$ cat src/rtl/button_debounce.sv
// Debounces one raw push-button: 2-flop synchronizer feeding a 4-state stability FSM.
// Latency: 3 + STABLE_CNT clk edges from input change to db_level/pulse update.
// Backpressure: none; outputs are free-running registered levels and pulses.
module button_debounce #(
    parameter int STABLE_CNT = 1_000_000,
    parameter int CNT_W      = $clog2(STABLE_CNT + 1)
) (
    input  logic clk,
    input  logic reset,
    input  logic btn_in,
    output logic db_level,
    output logic db_press,
    output logic db_release
);

    typedef enum logic [1:0] {
        LOW    = 2'd0,
        WAIT_H = 2'd1,
        HIGH   = 2'd2,
        WAIT_L = 2'd3
    } state_t;

    localparam logic [CNT_W-1:0] CNT_MAX = CNT_W'(STABLE_CNT - 1);

    logic             meta;
    logic             sync_q;
    state_t           state;
    state_t           state_nxt;
    logic [CNT_W-1:0] cnt;
    logic [CNT_W-1:0] cnt_nxt;
    logic             level_nxt;
    logic             press_nxt;
    logic             release_nxt;

    always_ff @(posedge clk) begin
        if (reset) begin
            meta       <= 1'b0;
            sync_q     <= 1'b0;
            state      <= LOW;
            cnt        <= '0;
            db_level   <= 1'b0;
            db_press   <= 1'b0;
            db_release <= 1'b0;
        end else begin
            meta       <= btn_in;
            sync_q     <= meta;
            state      <= state_nxt;
            cnt        <= cnt_nxt;
            db_level   <= level_nxt;
            db_press   <= press_nxt;
            db_release <= release_nxt;
        end
    end

    always_comb begin
        state_nxt   = state;
        cnt_nxt     = cnt;
        press_nxt   = 1'b0;
        release_nxt = 1'b0;
        case (state)
            LOW: begin
                if (sync_q) begin
                    state_nxt = WAIT_H;
                    cnt_nxt   = '0;
                end
            end
            WAIT_H: begin
                // a single low sample aborts the attempt; the next one restarts at 0
                if (!sync_q) begin
                    state_nxt = LOW;
                end else if (cnt == CNT_MAX) begin
                    state_nxt = HIGH;
                    press_nxt = 1'b1;
                end else begin
                    cnt_nxt = cnt + CNT_W'(1);
                end
            end
            HIGH: begin
                if (!sync_q) begin
                    state_nxt = WAIT_L;
                    cnt_nxt   = '0;
                end
            end
            WAIT_L: begin
                if (sync_q) begin
                    state_nxt = HIGH;
                end else if (cnt == CNT_MAX) begin
                    state_nxt   = LOW;
                    release_nxt = 1'b1;
                end else begin
                    cnt_nxt = cnt + CNT_W'(1);
                end
            end
            default: begin
                state_nxt = LOW;
            end
        endcase
        level_nxt = (state_nxt == HIGH) || (state_nxt == WAIT_L);
    end

endmodule
$ cat config.mk
export PLATFORM = sky130hd
export DESIGN_NAME = button_debounce
export DESIGN_NICKNAME = d
export VERILOG_FILES = /design/src/rtl/button_debounce.sv
export SDC_FILE = /design/constraint.sdc
export NUM_CORES = 1
export LEC_CHECK = 0
export BUFFER_PORTS_ARGS = -buffer_cell sky130_fd_sc_hd__buf_2
export CAP_MARGIN = 20
export CORE_MARGIN = 8
export CORE_UTILIZATION = 50
export CTS_BUF_LIST = sky130_fd_sc_hd__clkbuf_16
export DETAILED_ROUTE_END_ITERATION = 10
export GPL_TIMING_DRIVEN = 0
export MAX_ROUTING_LAYER = met4
export PLACE_DENSITY = 0.67
export SLEW_MARGIN = 20
export SYNTH_ARGS = -nofsm -noshare
export SYNTH_HDL_FRONTEND = slang
export SYNTH_SLANG_ARGS = --single-unit
$ cat constraint.sdc
create_clock -name clk -period 2.06 [get_ports clk]
set_input_delay 0 -clock clk [delete_from_list [all_inputs] [get_ports clk]]
set_output_delay 0 -clock clk [all_outputs]
set_load 0.02 [all_outputs]
==> results.sh, run 1 <==
export IMPL_dpl_hpwl_um=2267
export IMPL_p_int_mw=0.7982
export IMPL_reg2reg_to="cnt[18]$_SDFFE_PP0P_"
export IMPL_start_util=0.5091
export IMPL_hold_end="cnt[3]$_SDFFE_PP0P_"
export IMPL_synth_area_leaders="dfxtp_1, a21oi_1, or4_1"
export IMPL_tns_ns=0
export IMPL_gr_total_overflow=0
export IMPL_syn_cell_area_mm2=0.001368
export IMPL_fin_crit_ns=1.956
export IMPL_gp_congestion=0.9246
export IMPL_status="finished clean"
export IMPL_p_clk_frac=0.447
export IMPL_synth_xor_area_frac=0.02562
export IMPL_synth_simple_gate_area_frac=0.3239
export IMPL_yosys_area_top_type="dfxtp_1"
export IMPL_cts_setup_buffers=0
export IMPL_synth_commonest_cells="dfxtp_1, a21oi_1, nand2_1, nand3_1, clkbuf_1"
export IMPL_clk_latency_ns=0.26
export IMPL_grt_max_degree=17
export IMPL_ir_worst_vdd_uv=475.8
export IMPL_n_fill_cell=256
export IMPL_synthFlopType="dfxtp_1"
export IMPL_numCtsBuffers=3
export IMPL_synth_seq_cells=27
export IMPL_hold_path_class="primary input to flop"
export IMPL_synth_nets=165
export IMPL_track_usage=0.1553
export IMPL_cts_clk_slew_worst_paths_ns=0.07
export IMPL_die_h_um=68.30
export IMPL_synth_top_family_by_area="simple AND/OR/NAND/NOR gates"
export IMPL_yosysMostFrequentCell="dfxtp_1"
export IMPL_io_pins=6
export IMPL_final_hold_viol_count=0
export IMPL_dr_total_vias=1339
export IMPL_drive_gt1_frac=0.09524
export IMPL_power_leakage_nw=0.4605
export IMPL_areaGrowthSynthToFinish_pct=12.08
export IMPL_fmax_ghz=0.5112
export IMPL_drv_cap=0
export IMPL_wl_per_cell_um=16.67
export IMPL_synth_warnings=0
export IMPL_cp_slowest_cell="or4_1"
export IMPL_rr_worst_depth=6
export IMPL_switching_share=0.2144
export IMPL_tightest_slew_ns=0.7596
export IMPL_synth_top_area_frac=0.3952
export IMPL_relSlewSlack=0.4902
export IMPL_rsz0062_at_grt="no"
export IMPL_synth_cells=161
export IMPL_drc=0
export IMPL_p_sw_mw=0.2178
export IMPL_slew_violations=0
export IMPL_worst_path_largest_cell_delay_ns=0.52
export IMPL_antenna_found_initial=0
export IMPL_yosys_area_share_adder=0.009149
export IMPL_grt_pass1_wl_um=5457
export IMPL_preCtsSetupSlack_ns=-0.004816
export IMPL_cp_max_fo=7
export IMPL_vias_per_cell=6.729
export IMPL_avgSynthCellArea_um2=8.494
export IMPL_synth_compound_area_frac=0.1995
export IMPL_ant_nets=0
export IMPL_holdPathStages=3
export IMPL_r2r_start="cnt[0]$_SDFFE_PP0P_"
export IMPL_die_w_um=68.30
export IMPL_antennaDiodeCount=0
export IMPL_coreArea_mm2=0.002686
export IMPL_finalCritPeriodShare=0.9495
export IMPL_min_from="reset"
export IMPL_finish_net_count=173
export IMPL_ff2ff_setup_slack_ns=0.10
export IMPL_cts_path_max_buffers=2
export IMPL_worstPathArrival_ns=2.15
export IMPL_cts_root_buf="clkbuf_16"
export IMPL_io_buffers=4
export IMPL_htreeDepth=1
export IMPL_worstSetupEndpointType="flop"
export IMPL_synth_cell_types=42
export IMPL_yosysSeqAreaShare=0.3952
export IMPL_layout_setup_ws_ns=0.1039
export IMPL_rows=19
export IMPL_dp_cells=196
export IMPL_clock_sinks=27
export IMPL_drt_initial_drc_count=91
export IMPL_layout_cells_non_filler=199
export IMPL_powerDensity_mw_per_mm2=662.9
export IMPL_required_ns=2.25
export IMPL_totalWireLength_um=3317
export IMPL_grt_pass1_vias=1185
export IMPL_combPwrFrac=0.035
export IMPL_synth_edf_count=0
export IMPL_cts_tree="yes"
export IMPL_fin_skew_ns=0.002423
export IMPL_synth_mux_area_frac=0.007319
export IMPL_drt_pass1_iterations=4
export IMPL_worstPathCellList="ha_2 -> nand3_2 -> or2_2 -> clkbuf_1 -> or4_1 -> a21oi_1"
export IMPL_crit_type="flop to flop"
export IMPL_setup_viol=0
export IMPL_cp_start_kind="flop"
export IMPL_sequentialPowerShare=0.518
export IMPL_postSynth_asyncResetShare=0
export IMPL_die_area_mm2=0.004665
-- cell type report --
cell class | instances | area [µm²] | share of cell area
well taps | 31 | 38.79 | 0.02531
clock buffers | 3 | 75.07 | 0.04898
inverters | 4 | 15.01 | 0.009796
repair buffers | 5 | 30.03 | 0.01959
clock inverters | 1 | 7.507 | 0.004898
flip-flops and latches | 27 | 543.0 | 0.3543
plain buffers | 8 | 31.28 | 0.02041
multi-input cells | 120 | 792.0 | 0.5167
-- how the worst max path moves through the flow --
stage,depth (start not counted),startpoint,to,slack [ns]
2_1_floorplan,6,cnt[0]$_SDFFE_PP0P_,cnt[18]$_SDFFE_PP0P_,0.22
3_3_place_gp,6,cnt[0]$_SDFFE_PP0P_,cnt[5]$_SDFFE_PP0P_,-0.01
3_5_place_dp,6,cnt[0]$_SDFFE_PP0P_,cnt[3]$_SDFFE_PP0P_,-0.005
4_1_cts,5,sync_q$_SDFF_PP0_,cnt[19]$_SDFFE_PP0P_,0.05
5_1_grt,6,cnt[0]$_SDFFE_PP0P_,cnt[18]$_SDFFE_PP0P_,0.02
6_report,6,cnt[0]$_SDFFE_PP0P_,cnt[18]$_SDFFE_PP0P_,0.10
-- flip-flops by register name (all words and copies together), names as in the netlist --
signal      count
cnt            20
db_level        1
db_press        1
db_release      1
meta            1
state           2
sync_q          1
-- what timing repair did --
item                                   in CTS  in global routing
gates resized for setup                     1                  6
setup endpoints to repair                   5                 19
endpoints found under the hold margin       1                  0
hold buffers                                1                  0
-- power groups by stage --
stage                     Clock, mW  Combinational, mW  Sequential, mW
after floorplan                   0             0.0236           0.538
after global placement            0             0.0324           0.538
after detailed placement          0             0.0330           0.538
after CTS                     0.457             0.0346           0.526
after global routing          0.486             0.0386           0.527
final                         0.454             0.0358           0.527
-- worst max-delay path, delay by kind of cell (launching register included) --
kind	cells	cell delay (ns)
and+or+nand+nor	3	1.01
DFF	1	0.36
adders and majority gates	1	0.21
buffers and inverters	1	0.17
AOI/OAI and AO/OA	1	0.14
-- through the flow --
step	cell area (µm²)	utilization	power [mW]	hold slack, ns
2_1_floorplan	1368	-	0.5613	0.1282
3_3_place_gp	1426	0.5310	0.5707	0.2214
3_5_place_dp	1426	0.5310	0.5715	0.2171
4_1_cts	1524	0.5673	1.018	0.2665
5_1_grt	1533	0.5706	1.052	0.2950
6_report	1533	0.5706	1.016	0.2695
-- placed cells by master (no fill, tap or decap), types with 3 or more instances in the layout --
cell       Yosys  layout
nor4_1         5       5
nor2_1         4       4
buf_2          0       5
a32o_1         4       4
nand4_1        7       7
or4_1          8       7
or3_1          4       4
a21oi_1       13      13
nand2_1       11      11
clkbuf_16      0       3
nor3_1         3       3
nor4b_1        4       4
nand3_1       11      10
o31ai_1        7       7
dfxtp_1       27      25
o21ai_0        7       7
inv_1          4       4
clkbuf_1       9       7
-- per-layer routing --
| layer | routed length [µm] | vias up | track usage |
|---|---|---|---|
| met5 | 0 | - | - |
| met4 | 51 | 0 | 0.06138 |
| met3 | 192 | 7 | 0.03764 |
| met2 | 1540 | 51 | 0.2380 |
| met1 | 1532 | 640 | 0.1915 |
| li1 | - | 641 | - |
-- cells by family after synthesis --
logic type | count (synthesis)
multiplexers | 1
XOR/XNOR | 4
buffers and inverters | 14
flip-flops | 27
AND/OR/NAND/NOR | 73
AO/OA/AOI/OAI | 41
adder cells (fa/ha/maj) | 1
(Power assumes the default switching activity.)
==> inputs of run 2 (changes only) <==
- CORE_UTILIZATION: 50 -> 59
- PLACE_DENSITY: 0.67 -> 0.77
==> run 2 against run 1 <==
Against the previous run:
- sequential cell count unchanged
- global-route usage increased by 0.92 points
- via count decreased by 4.1%
- utilization is 12 points higher
- setup slack got worse by 0.050 ns
- non-clock buffer count did not move
- routed wire length down 5.5%
- fmax shrank 2.5%
- critical path type unchanged
- largest power group unchanged
==> results.sh, run 2 (synthesis gave the netlist of run 1 again) <==
export IMPL_io_pins=6
export IMPL_tightest_slew_ns=0.7636
export IMPL_relSlewSlack=0.4875
export IMPL_hold_path_class="primary input to flop"
export IMPL_io_buffers=4
export IMPL_fin_crit_ns=2.006
export IMPL_grt_use_met1=0.2041
export IMPL_track_usage=0.1645
export IMPL_gr_total_overflow=0
export IMPL_rsz0062_at_grt="yes"
export IMPL_cp_start_kind="flop"
export IMPL_cts_tree="yes"
export IMPL_cp_endpoint="cnt[18]$_SDFFE_PP0P_"
export IMPL_ff2ff_setup_slack_ns=0.05
export IMPL_areaGrowthSynthToFinish_pct=11.44
export IMPL_r2r_start="cnt[0]$_SDFFE_PP0P_"
export IMPL_cp_max_fo=7
export IMPL_setup_viol=0
export IMPL_powerDensity_mw_per_mm2=658.9
export IMPL_drt_pass1_iterations=4
export IMPL_vias_per_cell=6.551
export IMPL_n_fill_cell=185
export IMPL_die_w_um=64.15
export IMPL_die_area_mm2=0.004115
export IMPL_fmax_ghz=0.4984
export IMPL_totalWireLength_um=3136
export IMPL_antennaDiodeCount=0
export IMPL_reg_largest_list="cnt (20), state (2)"
export IMPL_dr_total_vias=1284
export IMPL_slew_violations=0
export IMPL_crit_type="flop to flop"
export IMPL_clock_sinks=27
export IMPL_reg2reg_to="cnt[18]$_SDFFE_PP0P_"
export IMPL_final_hold_viol_count=0
export IMPL_multi_input_area_um2=792.0
export IMPL_rows=17
export IMPL_busiest_layer="met2"
export IMPL_die_h_um=64.15
export IMPL_grt_pass1_wl_um=5416
export IMPL_gp_congestion=0.9503
export IMPL_fin_area_mm2=0.001524
export IMPL_placed_area_mm2=0.001423
export IMPL_final_common_cell="dfxtp_1"
export IMPL_numCtsBuffers=3
export IMPL_ant_nets=0
export IMPL_finalCritPeriodShare=0.9740
export IMPL_drc=0
export IMPL_worstSetupEndpointType="flop"
export IMPL_grt_use_met3=0.03484
export IMPL_worstPathArrival_ns=2.20
export IMPL_fin_skew_ns=0.004435
export IMPL_final_cell_mix="dfxtp_1, a21oi_1, nand2_1"
export IMPL_largest_reg_flops=20
export IMPL_drv_cap=0
export IMPL_drive_gt1_frac=0.08333
export IMPL_wl_per_cell_um=16.00
export IMPL_layout_setup_ws_ns=0.05351
export IMPL_rr_worst_depth=6
export IMPL_finish_net_count=173
export IMPL_preCtsSetupSlack_ns=0.002247
export IMPL_grt_use_met2=0.2472
export IMPL_htreeDepth=1
export IMPL_seqCellArea_um2=540.5
export IMPL_coreArea_mm2=0.002212
export IMPL_top_register="cnt"
export IMPL_ir_worst_vdd_uv=491.7
export IMPL_clk_latency_ns=0.26
export IMPL_dpl_hpwl_um=2235
export IMPL_cts_clk_slew_worst_paths_ns=0.07
export IMPL_grt_max_degree=16
export IMPL_drt_initial_drc_count=109
export IMPL_antenna_found_initial=0
export IMPL_cts_root_buf="clkbuf_16"
export IMPL_grt_pass1_vias=1215
export IMPL_startpoint="cnt[0]$_SDFFE_PP0P_"
export IMPL_cts_path_max_buffers=2
export IMPL_status="finished clean"
export IMPL_start_util=0.6182
export IMPL_power_leakage_nw=0.4623
export IMPL_required_ns=2.25
==> run 2: changes by cell type in the layout (fill, tap and decap cells not counted) <==
cell / before / now
dfxtp_1: 25 / 27
dfxtp_2: 2 / 0
clkbuf_2: 0 / 1
clkinvlp_4: 1 / 0
clkinv_2: 0 / 1
buf_2: 5 / 4
==> run 2: final cells by class <==
class,instances,share of cell area
Multi-Input combinational cell,120,0.5197
Sequential cell,27,0.3547
Clock buffer,3,0.04926
Inverter,4,0.009852
Tap cell,28,0.02299
Buffer,8,0.02053
Clock inverter,1,0.003284
Timing Repair Buffer,5,0.01970
==> run 2: how the worst min path moves through the flow <==
stage | startpoint | cells after the start | slack, ns | to
2_1_floorplan | btn_in | 1 | 0.13 | meta$_SDFF_PP0_
3_3_place_gp | btn_in | 2 | 0.23 | meta$_SDFF_PP0_
3_5_place_dp | btn_in | 2 | 0.22 | meta$_SDFF_PP0_
4_1_cts | reset | 3 | 0.26 | cnt[3]$_SDFFE_PP0P_
5_1_grt | reset | 3 | 0.30 | cnt[3]$_SDFFE_PP0P_
6_report | reset | 3 | 0.27 | cnt[3]$_SDFFE_PP0P_
==> run 2: per-layer routing <==
metal  routed length, µm  part of all wire
met3                 158             0.050
met1                1484              0.47
met4                  72             0.023
met2                1420              0.45
met5                   0                 0
==> run 2: what timing repair did <==
action                                  in CTS  in global routing
setup buffers                                0                  0
gates resized for setup                      0                  4
endpoints found under the hold margin        1                  0
endpoints found under the setup margin       0                 17
hold buffers                                 1                  0
==> run 2: power breakdown <==
part,total [mW],internal [mW],switching [mW]
clock network,0.442,0.262,0.180
logic,0.0350,0.0101,0.0249
registers,0.527,0.524,0.00269
==> run 2: critical path, stage by stage (launching register included) <==
cell      delay, ns
dfxtp_1        0.39
ha_2           0.23
nand3_2        0.15
or2_2          0.33
clkbuf_1       0.17
or4_1          0.52
a21oi_1        0.15
==> run 2: stage by stage <==
| stage | std cells | total power [mW] | setup TNS [ns] | util | hold slack (ns) |
|---|---|---|---|---|---|
| global route | 196 | 1.040 | -0.04012 | 0.6889 | 0.2953 |
| CTS | 198 | 1.005 | 0 | 0.6838 | 0.2606 |
| finish | 196 | 1.004 | 0 | 0.6889 | 0.2705 |
| detailed placement | 193 | 0.5711 | 0 | 0.6431 | 0.2215 |
| global placement | 193 | 0.5701 | 0 | 0.6431 | 0.2260 |
| floorplan | 161 | 0.5613 | 0 | - | 0.1282 |
